File: src/rtl/fpdiv_seq.sv
// rtl/fpdiv_seq.sv - Goldschmidt float32 divider control sequencer (optional counters: FPDIV_SEQ_PERF_EN)
module fpdiv_seq #(
    parameter int ITERS = 3,
    parameter int CW    = 3
) (
    input  logic        clk,
    input  logic        reset_n,
    input  logic        in_valid,
    output logic        in_ready,
    input  logic [31:0] dividend,
    input  logic [31:0] divisor,
    output logic [31:0] op_a,
    output logic [31:0] op_b,
    output logic        dp_load,
    output logic        dp_stage,
    output logic        dp_first,
    output logic        dp_round,
    output logic        mode,
    input  logic [31:0] dp_result,
    output logic [31:0] quotient,
    output logic        out_valid,
    input  logic        out_ready
`ifdef FPDIV_SEQ_PERF_EN
    ,
    output logic [31:0] perf_ops,
    output logic [31:0] perf_special
`endif
);

    typedef enum logic [2:0] {
        S_IDLE,
        S_LOAD,
        S_ITER,
        S_ROUND,
        S_DONE
    } state_t;

    localparam logic [CW-1:0] LAST_STAGE = CW'(2 * ITERS - 1);

    state_t        state;
    state_t        state_nx;
    logic [CW-1:0] cnt;

    logic        a_exp_max;
    logic        b_exp_max;
    logic        a_nan;
    logic        b_nan;
    logic        a_inf;
    logic        b_inf;
    logic        a_zero;
    logic        b_zero;
    logic        q_sign;
    logic        is_special;
    logic [31:0] special_q;

    assign a_exp_max = &op_a[30:23];
    assign b_exp_max = &op_b[30:23];
    assign a_nan     = a_exp_max & (|op_a[22:0]);
    assign b_nan     = b_exp_max & (|op_b[22:0]);
    assign a_inf     = a_exp_max & ~(|op_a[22:0]);
    assign b_inf     = b_exp_max & ~(|op_b[22:0]);
    assign a_zero    = ~(|op_a[30:0]);
    assign b_zero    = ~(|op_b[30:0]);
    assign q_sign    = op_a[31] ^ op_b[31];

    // Classify the registered operands; the checks are ordered so each later rule only sees cases the earlier ones left over
    always_comb begin
        is_special = 1'b1;
        special_q  = 32'h0000_0000;
        if (a_nan || b_nan || (a_zero && b_zero) || (a_inf && b_inf)) begin
            special_q = 32'h7fc0_0000;
        end else if (b_zero || a_inf) begin
            special_q = {q_sign, 8'hff, 23'h0};
        end else if (a_zero || b_inf) begin
            special_q = {q_sign, 31'h0};
        end else begin
            is_special = 1'b0;
        end
    end

    // State register
    always_ff @(posedge clk or negedge reset_n) begin
        if (!reset_n) begin
            state <= S_IDLE;
        end else begin
            state <= state_nx;
        end
    end

    // Next-state decode and Moore control outputs
    always_comb begin
        state_nx  = state;
        in_ready  = 1'b0;
        dp_load   = 1'b0;
        dp_stage  = 1'b0;
        dp_first  = 1'b0;
        dp_round  = 1'b0;
        mode      = 1'b0;
        out_valid = 1'b0;
        case (state)
            S_IDLE: begin
                in_ready = 1'b1;
                if (in_valid) begin
                    state_nx = S_LOAD;
                end
            end
            S_LOAD: begin
                dp_load  = 1'b1;
                mode     = 1'b1;
                state_nx = is_special ? S_DONE : S_ITER;
            end
            S_ITER: begin
                mode     = 1'b1;
                dp_stage = cnt[0];
                dp_first = (cnt < CW'(2));
                if (cnt == LAST_STAGE) begin
                    state_nx = S_ROUND;
                end
            end
            S_ROUND: begin
                mode     = 1'b1;
                dp_round = 1'b1;
                state_nx = S_DONE;
            end
            S_DONE: begin
                out_valid = 1'b1;
                if (out_ready) begin
                    state_nx = S_IDLE;
                end
            end
            default: begin
                state_nx = S_IDLE;
            end
        endcase
    end

    // Stage counter: cleared while loading, advanced once per N or D stage
    always_ff @(posedge clk or negedge reset_n) begin
        if (!reset_n) begin
            cnt <= '0;
        end else if (state == S_LOAD) begin
            cnt <= '0;
        end else if (state == S_ITER) begin
            cnt <= cnt + CW'(1);
        end
    end

    // Operand capture only on the IDLE handshake, so operands are frozen for the whole operation
    always_ff @(posedge clk or negedge reset_n) begin
        if (!reset_n) begin
            op_a <= 32'h0;
            op_b <= 32'h0;
        end else if (state == S_IDLE && in_valid) begin
            op_a <= dividend;
            op_b <= divisor;
        end
    end

    // Result register: special quotient straight from LOAD, otherwise the datapath result in ROUND
    always_ff @(posedge clk or negedge reset_n) begin
        if (!reset_n) begin
            quotient <= 32'h0;
        end else if (state == S_LOAD && is_special) begin
            quotient <= special_q;
        end else if (state == S_ROUND) begin
            quotient <= dp_result;
        end
    end

`ifdef FPDIV_SEQ_PERF_EN
    logic spec_path;

    // Remember which path the current operation took so it can be counted at completion
    always_ff @(posedge clk or negedge reset_n) begin
        if (!reset_n) begin
            spec_path <= 1'b0;
        end else if (state == S_LOAD) begin
            spec_path <= is_special;
        end
    end

    // Completion counters, bumped on the result handshake and wrapping naturally
    always_ff @(posedge clk or negedge reset_n) begin
        if (!reset_n) begin
            perf_ops     <= 32'h0;
            perf_special <= 32'h0;
        end else if (out_valid && out_ready) begin
            perf_ops <= perf_ops + 32'd1;
            if (spec_path) begin
                perf_special <= perf_special + 32'd1;
            end
        end
    end
`endif

endmodule
File: config.mk
export PLATFORM = sky130hd
export DESIGN_NAME = fpdiv_seq
export DESIGN_NICKNAME = d
export VERILOG_FILES = /design/src/rtl/fpdiv_seq.sv
export SDC_FILE = /design/constraint.sdc
export NUM_CORES = 1
export LEC_CHECK = 0
export BUFFER_PORTS_ARGS = -buffer_cell sky130_fd_sc_hd__buf_4
export CAP_MARGIN = 20
export CORE_MARGIN = 8
export CORE_UTILIZATION = 35
export DETAILED_ROUTE_END_ITERATION = 10
export PLACE_DENSITY = 0.74
export RECOVER_POWER = 100
export SLEW_MARGIN = 10
export SYNTH_ARGS = -nofsm -noshare
export SYNTH_HDL_FRONTEND = slang
export SYNTH_SLANG_ARGS = --single-unit
File: constraint.sdc
create_clock -name clk -period 2.2 [get_ports clk]
set_clock_uncertainty 0.2 [all_clocks]
set_input_delay 0.22 -clock clk [delete_from_list [all_inputs] [get_ports clk]]
set_output_delay 0.22 -clock clk [all_outputs]
set_load 0.1 [all_outputs]
* After elaboration in Yosys (flattened, before gate mapping)
Cells that the tools add are included.
** Storage, ports and cells
- Register bits :: 102
- Bits of input ports :: 100
- Word-level logic and storage cells :: 66
** Operators by class
- $add $sub $neg :: 1
- Magnitude comparators :: 1
- Equal/unequal tests :: 8
- Muxes and demuxes :: 22
- Bitwise logic cells :: 9
- Reduce and logical (&&, ||, !) cells :: 20
** Operators with widths (number)
- 32-bit two-way mux :: 5
- 31-bit OR reduction :: 2
- 23-bit OR reduction :: 2
- 3-bit two-way mux :: 6
- 8-bit AND reduction :: 2
- 3-bit case mux with 5 select lines :: 1
- 1-bit two-way mux :: 10
- 3-bit by 2-bit == test with 1-bit output (second input constant) :: 2
- 3-bit == test (second input constant) :: 2
- 2-bit inequality test (second input constant) :: 3
- 1-bit logical OR :: 5
- 1-bit bitwise AND :: 4
- 1-bit logical AND :: 4
- 1-bit NOT :: 4
- 2-bit nonzero test :: 2
- 3-bit by 1-bit adder with 3-bit output (second input constant) :: 1
- 3-bit by 1-bit == test with 1-bit output (second input constant) :: 1
- 3-bit zero test :: 1
- 3-bit by 2-bit < comparator with 1-bit output (second input constant) :: 1
- 3-bit AND reduction :: 1
- 3-bit OR reduction :: 1
- 1-bit bitwise XOR :: 1

* Depth between registers and ports, before layout
- Word-level depth :: 9
- Gate-level depth with buffers :: 6

* Worst setup path before layout
Ideal clock, no wire load.
- Path type :: flip-flop to output port
- Start point :: register state[2]
- End point :: output dp_first
- Arrival :: 3.856 ns
- Slack :: -2.076 ns
- Stages on the path, launching flop included :: 3
- Buffers on the path :: 0
- Path through :: dfrtp_1 or2_2 nor4b_1
** Between the ends
- Cells in the longest elaborated chain, start to end :: 2
** RTL lines
- from (decl) :: line 40 : state_t state;
- from (signal assigned) :: line 86 : state <= state_nx;
- 3-bit by 2-bit == test with 1-bit output :: line 100 : case (state)
- 1-bit two-way mux :: line 100
- to (decl) :: line 16 : output logic dp_first,
Every way passes these cells.

* Worst setup path in the final report
- Start point :: register op_b[14]
- End point :: register quotient[29]
** Between the ends
- Cells in the longest elaborated chain, start to end :: 9
** RTL lines
- from (decl) :: line 13 : output logic [31:0] op_b,
- from (signal assigned) :: line 155 : op_b <= divisor;
- 23-bit OR reduction :: line 59, 61
- 1-bit NOT :: line 61 : assign b_inf = b_exp_max & ~(|op_b[22:0]);
- 1-bit bitwise AND :: line 61
- 1-bit logical OR :: line 74 : end else if (a_zero || b_inf) begin
- 1-bit two-way mux :: line 74
- 1-bit two-way mux :: line 72 : end else if (b_zero || a_inf) begin
- 1-bit two-way mux :: line 70 : if (a_nan || b_nan || (a_zero && b_zero) || (a_inf && b_inf)) begin
- 1-bit logical AND :: line 163 : end else if (state == S_LOAD && is_special) begin
- 32-bit two-way mux or 2-bit nonzero test (tied branches)
- to (signal assigned) :: line 164 : quotient <= special_q;
- to (signal assigned) :: line 166 : quotient <= dp_result;
- to (decl) :: line 20 : output logic [31:0] quotient,
Several ways; a longest one is shown, not always the timed one.
A chain may end at the register's enable or synchronous reset.

==> metrics.md <==
| Metric | Value |
|---|---|
| Run status | `complete, but fails checks` |
| Violated checks | `setup timing` |
| Ys Warns | `0` |
| CTS tree | `built` |
| Minimum clock period | `2.312 ns` |
| Grt total ovfl | `0` |
| CTS Buf Count | `9` |
| Syn-to-layout area delta | `81.40%` |
| Worst min-delay path class | `in -> reg` |
| Slew margin rel. | `32.15%` |
| Syn Area/Cell | `12.32 um^2` |
| Vias in the first global route | `4614` |
| Yosys top cell by area | `dfrtp_1` |
| Final worst slack | `-0.1123 ns` |
| Measured slew at the worst slew-check pin | `1.018 ns` |
| Synthesized flop and latch total | `102` |
| Final Util | `64.93%` |
| Fmax | `~0.43 GHz` |
| Period utilisation layout | `105.1%` |
| WL final | `15490 um` |
| Setup Viol. Count Final | `35` |
| Chip width | `126.8 um` |
| Syn Nets | `451` |
| Sequential cell area fraction in the yosys report | `59.37%` |
| Antenna violations before repair | `1` |
| GR Util All Layers | `18.83%` |
| H-tree depth | `3` |
| Core ar. | `12010 um^2` |
| Ys async rst share | `100.0%` |
| Clk sink count | `about 100` |
| Max Slew Vio Count | `0` |
| I/O pin cnt | `between 200 and 250` |
| Share of the synthesized area in the top cell type | `59.37%` |
| Max-Cap Viols | `0` |
| Largest net degree at the start of global routing | `63` |
| Nets@finish | `798` |
| DRC | `0` |
| Worst skew pair latency | `0.34 ns` |
| Detailed Routing Iterations Pass 1 | `4` |
| Primary FF master, synth | `dfrtp_1` |
| Post-DRT Antenna Nets | `0` |
| Clk slew on worst S/H paths | `0.06 ns` |
| Post-synth EDFFs | `0` |
| Gpl congestion | `0.7444` |
| Most common cell in the netlist | `dfrtp_1` |
| Dpl hpwl | `9901 um` |
| Post-synth top cells | `dfrtp_1, mux2_2, nand2_1` |
| Critical Path End Type | `register` |
| First-pass GRT wire length | `24090 um` |
| # port buffers | `202` |
| Clock Path Buffers | `2` |
| Critical path startpoint category | `register` |
| Post-Syn Instances | `349` |
| Worst-path fanout max | `5` |
| Post-Syn Area | `4299 um^2` |
| Synth area leaders | `dfrtp_1, mux2_2, nand2_1` |
| Die area | `16090 um^2` |
| DRT iter0 DRCs | `around 150` |
| Clock Tree Root | `clkbuf_16` |
| WS Path Type | `reg -> reg` |
| Starting Density | `35.79%` |
| Routed len/inst | `~18 um` |
| Fin. Hold Viols | `0` |
| Row count | `40` |
| RSZ-0062 raised after global routing | `true` |
| Via count | `4174` |
| Vias per Instance | `4.916` |
| Crit path DAT | `2.37 ns` |
| Die Ht | `126.8 um` |
| Req. time, crit path | `~2.3 ns` |
| Distinct cells, synth | `between 40 and 50` |
| Layout cell share with drive strength beyond 1 | `63.77%` |
-- timing repair --
item                       4_1_cts  5_1_grt
setup endpoints to repair       34       35
pin swaps                       10       33
setup buffers                    2        2
hold buffers                    98        0
gates cloned                     1        4
hold endpoints to repair       137        0
resized for setup               15       62
-- kinds of logic (layout without fill, tap and decap cells) --
logic type	count (synthesis)	count (layout)	synth area share [%]
simple gates	107	108	12.22
flops	102	102	59.37
mux	65	65	17.03
compound gates	52	52	8.615
buf+inv	20	371	1.979
fa+ha+maj	2	2	0.5820
xor+xnor	1	1	0.2038
other cells	0	1	0
-- area by class of cell --
class                   instances  area, um^2
diodes                          1       2.502
well taps                     147       183.9
clock inverters                 1       8.758
clock buffers                  15       267.8
flip-flops and latches        102        2650
inverters                       6       22.52
multi-input cells             228        1957
fillers                       890        4213
repair buffers                349        2706
-- flip-flops by register name (all words and copies together), names as in the netlist --
signal,count
quotient,32
state,3
op_a,32
op_b,32
cnt,3
-- path summary, 6_finish.rpt --
kind                          startpoint      endpoint  slack [ns]  cells after the start
max                             op_b[14]  quotient[29]       -0.11                      8
min                        dp_result[31]  quotient[31]        0.10                      4
max reg2reg                     op_b[14]  quotient[29]       -0.11                      8
min reg2reg                 quotient[31]  quotient[31]        0.32                      1
max in group asynchronous        reset_n      state[1]        0.26                      3
min in group asynchronous        reset_n      op_a[29]        0.38                      2
-- through the flow --
stage	TNS [ns]	instances	worst slack [ns]	cell area, um^2	hold WS, ns
final	-1.842	849	-0.1123	7799	0.1021
after global routing	-8.164	849	-0.2543	7799	0.1313
after CTS	-0.5935	842	-0.09765	7811	0.07447
after detailed placement	-4.217	725	-0.2704	6440	0.03891
after global placement	-2.209	725	-0.2033	6440	0.03133
after floorplan	-17.49	349	-0.2294	4473	-0.2756
-- metal layers --
layer  track usage [%]  vias to the layer above  wire (um)  part of all wire (%)
met5                 0                        -          0                     0
met4             8.817                        0        503                   3.2
met3             6.033                       38       1025                   6.6
met2             31.91                      160       7926                    51
met1             21.11                     2030       6034                    39
li1                  -                     1946          -                     -
-- layout by cell type (no fill, tap or decap), types with 2 or more instances in the layout --
| cell type | count |
|---|---|
| buf_4 | 138 |
| nand2_2 | 6 |
| ha_1 | 2 |
| dfrtp_1 | 38 |
| inv_1 | 5 |
| dfrtp_4 | 7 |
| dlygate4sd3_1 | 98 |
| dfrtp_2 | 57 |
| or2_2 | 2 |
| nor3_1 | 2 |
| clkbuf_8 | 2 |
| o41ai_4 | 2 |
| clkbuf_1 | 5 |
| buf_12 | 2 |
| a2bb2oi_2 | 4 |
| nor3_4 | 2 |
| mux2_2 | 65 |
| clkbuf_4 | 3 |
| nor3_2 | 2 |
| nor4_1 | 5 |
| clkbuf_2 | 97 |
| nand2_1 | 57 |
| nand4_1 | 6 |
| a2bb2oi_1 | 4 |
| clkbuf_16 | 11 |
| a21oi_1 | 3 |
| o21ai_0 | 4 |
| buf_6 | 6 |
| o21ai_2 | 20 |
| nor4_4 | 6 |
| nor2_1 | 5 |
| o21a_1 | 2 |
| nor2b_1 | 2 |
| nor4_2 | 4 |
-- critical path, stage by stage, from the launching register on --
cell,delay (ns)
dfrtp_4,0.49
nor4_4,0.26
nand4_1,0.20
buf_4,0.20
nor3_4,0.21
buf_6,0.16
o41ai_4,0.12
nand2_2,0.18
a2bb2oi_1,0.21
Power is left out: the tool's default activity adds up to more than one toggle a clock period on the data nets, which glitch-free logic cannot reach.
